[src/rtl/mips_fetch_unit.sv]
// MIPS instruction-fetch stage: owns the PC, fetches over req/ready, holds until ack.
// Optional MIPS_FETCH_PERF_EN adds fetch and wait-cycle counters.
module mips_fetch_unit #(
    parameter logic [31:0] RESET_PC = 32'h0000_0000
) (
    input  logic        clk,
    input  logic        rst,
    output logic        mem_req,
    output logic [31:0] mem_addr,
    input  logic        mem_ready,
    input  logic [31:0] mem_rdata,
    output logic [31:0] instr,
    output logic [31:0] pc,
    output logic [31:0] pc_plus4,
    output logic        instr_valid,
    input  logic        instr_ack,
    input  logic [1:0]  pc_sel,
    input  logic [31:0] branch_offset,
    input  logic [31:0] jump_address,
    input  logic [31:0] jr_target,
`ifdef MIPS_FETCH_PERF_EN
    output logic [31:0] perf_fetches,
    output logic [31:0] perf_wait_cycles,
`endif
    output logic        fault
);

    localparam logic [1:0] S_FETCH = 2'd0;
    localparam logic [1:0] S_HOLD  = 2'd1;
    localparam logic [1:0] S_FAULT = 2'd2;

    logic [1:0]  state;
    logic [31:0] next_pc;

    assign mem_req  = (state == S_FETCH);
    assign mem_addr = pc;
    assign pc_plus4 = pc + 32'd4;

    always_comb begin
        next_pc = pc_plus4;
        unique case (pc_sel)
            2'b00: next_pc = pc_plus4;
            2'b01: next_pc = pc_plus4 + branch_offset;
            2'b10: next_pc = jump_address;
            2'b11: next_pc = jr_target;
        endcase
    end

    always_ff @(posedge clk) begin
        if (rst) begin
            state       <= S_FETCH;
            pc          <= RESET_PC;
            instr       <= 32'h0;
            instr_valid <= 1'b0;
            fault       <= 1'b0;
        end else begin
            case (state)
                S_FETCH: begin
                    if (mem_ready) begin
                        instr       <= mem_rdata;
                        instr_valid <= 1'b1;
                        state       <= S_HOLD;
                    end
                end
                S_HOLD: begin
                    if (instr_ack) begin
                        instr_valid <= 1'b0;
                        // A misaligned target is trapped before it ever reaches memory
                        if (next_pc[1:0] == 2'b00) begin
                            pc    <= next_pc;
                            state <= S_FETCH;
                        end else begin
                            fault <= 1'b1;
                            state <= S_FAULT;
                        end
                    end
                end
                S_FAULT: begin
                    state <= S_FAULT;
                end
                default: begin
                    instr_valid <= 1'b0;
                    fault       <= 1'b1;
                    state       <= S_FAULT;
                end
            endcase
        end
    end

`ifdef MIPS_FETCH_PERF_EN
    always_ff @(posedge clk) begin
        if (rst) begin
            perf_fetches     <= 32'h0;
            perf_wait_cycles <= 32'h0;
        end else if (state == S_FETCH) begin
            if (mem_ready) begin
                perf_fetches <= perf_fetches + 32'd1;
            end else begin
                perf_wait_cycles <= perf_wait_cycles + 32'd1;
            end
        end
    end
`endif

endmodule
[config.mk]
export PLATFORM = sky130hd
export DESIGN_NAME = mips_fetch_unit
export DESIGN_NICKNAME = d
export VERILOG_FILES = /design/src/rtl/mips_fetch_unit.sv
export SDC_FILE = /design/constraint.sdc
export NUM_CORES = 1
export LEC_CHECK = 0
export BUFFER_PORTS_ARGS = -buffer_cell sky130_fd_sc_hd__buf_2
export CORE_MARGIN = 3
export CORE_UTILIZATION = 30
export CTS_BUF_LIST = sky130_fd_sc_hd__clkbuf_2
export DETAILED_ROUTE_END_ITERATION = 12
export PLACE_DENSITY = 0.57
export SLEW_MARGIN = 20
export SYNTH_ARGS = -nofsm -noshare
export SYNTH_HDL_FRONTEND = slang
export SYNTH_SLANG_ARGS = --single-unit
[constraint.sdc]
create_clock -name clk -period 6.7 [get_ports clk]
set_input_delay 0.67 -clock clk [delete_from_list [all_inputs] [get_ports clk]]
set_output_delay 0.67 -clock clk [all_outputs]
set_load 0.05 [all_outputs]
# Word-level counts from Yosys, hierarchy flattened
# Index checks and enable logic that the tools add are counted.
# totals
ram_bits	0
latch_bits	0
out_inout_bits	131
mem_bits_ro	0
memories	0
ff_bits	68
word_cells	37
inputBits	134
# classes
n_eq_ne	8
reduce_logical	9
bitwise_logic	2
n_div	0
multipliers	0
order_cmp	0
muxes	11
n_addsub	2
n_shift	0
# op_table
operator	count
$pmux 32 s4	1
$add 32x3->32 const B	1
$add 32x32->32	1
$reduce_and 3->1	3
$eq 2x2->1 const B	3
$logic_not 2->1	3
$mux 2	3
$eq 2x1->1 const B	2
$mux 1	4
$ne 2x2->1 const B	2
$pmux 2 s2	1
$reduce_and 2->1	2
$pmux 1 s3	1
$ne 2x1->1 const B	1
$not 1->1	2
$pmux 1 s2	1
$reduce_or 2->1	1

# Logic depth before layout (Yosys ltp)
# depth
depth_word	7
mapped_depth	15
depth_no_buf	15

# Worst setup path before layout
# No wires, ideal clock.
# synth_path
path_type	reg2reg
from	reg pc[2] (netlist: mem_addr[2])
to	reg pc[30] (netlist: mem_addr[30])
n_path_buf	0
arrival_time_ns	4.473
t_required_ns	6.564
path_slack_ns	2.091
stages_incl_launch_ff	15
setup_ns	0.136
period_less_slack_ns	4.609
path_cell_list	dfxtp_1 > ha_1 > nand3_1 > nor2_1 > and4_1 > xor2_1 > ha_1 > a21o_1 > a31o_1 > a221o_1 > o211ai_2 > a21oi_2 > a2111oi_4 > xor2_1 > a31oi_1
# synth_via
elab_chain_len	3
# synth_lines
element	line_no	text
start: declaration	13	output logic [31:0] pc,
start signal: assignment	70	pc <= next_pc;
$add 32x3->32	37	assign pc_plus4 = pc + 32'd4;
net pc_plus4[12]	14	output logic [31:0] pc_plus4,
$add 32x32->32	43	2'b01: next_pc = pc_plus4 + branch_offset;
$pmux 32 s4	41	unique case (pc_sel)
# The timed path passes the listed nets, and every way through them passes these cells.
# A chain may end at the register's enable or synchronous reset.

# Final worst setup path
# layout_path
from	reg pc[2] (netlist: mem_addr[2])
to	reg pc[30] (netlist: mem_addr[30])
# layout_via
elab_chain_len	3
# layout_lines
element	line_no
$add 32x3->32 (*)	37
$add 32x32->32	43
$pmux 32 s4 (*)	41
# Mark *: on every way between the ends. The rest lies on a longest branch, timed or not.

==> impl_metrics.ini <==
[layout]
nets = 1173
fill_cells = 2077
drive_above_1_share_pct = 31.9
syn_to_final_growth_pct = 23.9
utilization_pct = 38.5
fin_cells = 1265

[timing]
setup_slack_ns = 2.68
period_share_pct = 60.0
clock-skew-final_ns = 0.0198
slew_headroom_pct = 37.0
max_freq_ghz = 0.249
setup_tns_ns = 0
min_period_ns = 4.02
finalSetupViolCount = 0
grt_setup_unrepaired = no
finalMaxSlewViolations = 0
tightestPinTransition_ns = 0.942
hold_viol = 0

[cts]
cts_buffers = 9
cts_buffer_depth = 2
path_clk_slew_ns = 0.22
cts_resized = 0
htree_levels = 3
numClockSinks = 68
root_buffer = clkbuf_2
hold_buffers = 0
tritoncts = done
post_cts_buffers = 0
clk_latency_ns = 0.57

[power_and_ir_drop]
leakagePower_nw = 3.65
p_clk_share_pct = 22.0
netSwitchingPower_w = 0.000536
power.density_nw_per_um2 = 163
sw_frac_of_total_pct = 44.7
ir_drop_uv = 63.0
p_seq_share_pct = 38.2
intPower_w = 0.000665
pwr-share-comb_pct = 39.9

[floorplan]
die_w_um = 147
core_um2 = 19100
rows = 50
io_pins = 265
die_area_um2 = 21500
start_util_pct = 31.1
die_height_um = 147

[routing]
via_per_inst = 5.18
drc = 0
ant_nets = 0
dr.pass1.iters = 7
totalWireLength_um = 23400
drtIter0Drc = 408
vias = 6547
wl_per_cell_um = 18.5

[synthesis]
async_flop_share_pct = 0
synth.ff_latch_count = 68
synthCells = 790
netlist_top_cells_area = dfxtp_1, nand2_1, ha_1
syn-num-nets = 964
synth_area_um2 = 5940
synthDominantAreaCellType = dfxtp_1
synth_cell_types = 75
ys_warn_count = 0
avgSynthCellArea_um2 = 7.52
synth_edf_count = 0
synth_seq_area_share_pct = 22.9
yosysTopAreaCellShare_pct = 22.9
ys.flop_type = dfxtp_1

[placed_design]
dpl.cell_count = 1248
routabilityCongestion = 0.949
dp_hpwl_um = 17700
dp_slack_ns = 2.76
io_buffers = 264

[flow_run]
drv_cap = 0

[worst_hold_path]
min_from = mem_rdata[18]
holdPathEnd = instr[18]
worstHoldPathType = input port to register
hold_depth = 3

[worst_setup_path]
critical_path_class = register to register
cp_slowest_stage_delay_ns = 0.47
worst_r2r_path_depth = 14
crit_slowest_cell = dfxtp_1
cp_max_fo = 7
end_kind = register
r2r_end = mem_addr[30]
startpoint_type = register
r2r_setup_slack_ns = 2.68
arrival_ns = 4.48
worstPathRequired_ns = 7.16
r2r_start = mem_addr[2]
crit_chain = ha_1 -> nand3_1 -> nor2_1 -> and4_1 -> xor2_1 -> ha_1 -> a21o_1 -> a31o_1 -> a221o_1 -> o211ai_2 -> a21oi_2 -> a2111oi_4 -> xor2_1 -> a31oi_1

[outcome]
outcome = complete, no violations

[global_routing]
grt_max_degree = 66
antenna_found_initial = 1
grt_pass1_wl_um = 35500
grt_overflow = 0
grt.total_usage_pct = 20.8
grt_pass1_vias = 6233
[cells in the mapped netlist (5+ instances only)]
| master | count |
|---|---|
| ha_1 | 39 |
| nor3_1 | 19 |
| buf_2 | 5 |
| o21ai_0 | 27 |
| xor2_1 | 25 |
| mux4_2 | 7 |
| a31oi_1 | 9 |
| nand4_1 | 7 |
| a21oi_1 | 84 |
| dfxtp_1 | 68 |
| nand3_1 | 27 |
| nand2_1 | 140 |
| a211oi_1 | 8 |
| a21o_1 | 14 |
| and2_1 | 5 |
| clkbuf_1 | 29 |
| xnor2_1 | 23 |
| nor2_1 | 68 |
| o211ai_1 | 5 |
| buf_4 | 34 |
| mux2i_1 | 15 |
| o22ai_1 | 5 |
| inv_1 | 15 |
| nor4_1 | 6 |
| mux2_2 | 5 |
| and3_1 | 5 |
[layout by cell type (no fill, tap or decap), types with 5 or more instances in the layout]
master	n
nor4_1	6
a21oi_1	84
a21o_1	14
dfxtp_1	68
and2_1	5
xnor2_1	23
a31oi_1	9
nand3_1	27
nor2_1	68
mux4_2	7
mux2i_1	15
nand4_1	7
nand2_1	139
xor2_1	25
clkbuf_2	9
and3_1	5
o21ai_0	27
o22ai_1	5
a211oi_1	8
o211ai_1	5
buf_4	6
buf_2	264
nor3_1	18
ha_1	39
mux2_2	5
inv_1	15
[critical path, delay by kind of cell, from the launching register on]
kind / cells / cell delay [ns]
AOI/OAI and AO/OA: 7 / 1.70
adders and majority gates: 2 / 0.58
xor gates and xnor gates: 2 / 0.44
and+or+nand+nor: 3 / 0.73
DFF: 1 / 0.47
[worst max-delay path by stage]
stage / startpoint / endpoint / slack (ns) / depth (start not counted)
CTS: mem_addr[2] / mem_addr[30] / 2.71 / 14
global route: mem_addr[2] / mem_addr[30] / 2.49 / 14
floorplan: mem_addr[2] / mem_addr[30] / 2.09 / 14
detailed placement: mem_addr[2] / mem_addr[30] / 2.76 / 14
finish: mem_addr[2] / mem_addr[30] / 2.68 / 14
global placement: mem_addr[9] / mem_addr[30] / 2.83 / 13
[kinds of logic after synthesis]
kind of cell / synth area share [%]
xor gates and xnor gates: 7.36
AOI/OAI and AO/OA: 23.5
and+or+nand+nor: 23.8
buffers and inverters: 7.76
muxes: 6.13
adders and majority gates: 8.56
DFF: 22.9
[area by class of cell]
class	count	area (um2)	area share, %
inverters	15	56.3	0.766
multi-input cells	635	4120	56.1
clock buffers	9	45.0	0.612
clock inverters	7	75.1	1.02
repair buffers	270	1370	18.6
flip-flops and latches	68	1360	18.5
well taps	260	325	4.42
diodes	1	2.50	0.0340
[stage by stage]
step | instance area [um2] | total power [W] | hold slack [ns]
after floorplan | 5940 | 0.000811 | 0.518
after global placement | 7230 | 0.000944 | 0.439
after detailed placement | 7230 | 0.000943 | 0.443
after CTS | 7350 | 0.00122 | 0.229
after global routing | 7350 | 0.00127 | 0.221
final | 7350 | 0.00120 | 0.302
[per-layer routing]
| layer | global-route usage, % | routed length, um |
|---|---|---|
| met1 | 28.2 | 10700 |
| met2 | 34.5 | 10800 |
| met3 | 3.10 | 1570 |
| met4 | 5.46 | 346 |
| met5 | 0 | 0 |
[registers in the layout, summed over array words and instances (netlist names)]
signal and count:
instr 32, instr_valid 1, fault 1, mem_addr 32, state 2
[power by group through the flow]
stage	combinational [W]	clock, W	sequential [W]
after floorplan	0.000279	0	0.000533
after global placement	0.000478	0	0.000466
after detailed placement	0.000477	0	0.000467
after CTS	0.000479	0.000279	0.000458
after global routing	0.000514	0.000298	0.000463
final	0.000479	0.000264	0.000458
No activity file was read; power rests on OpenSTA's default activity.
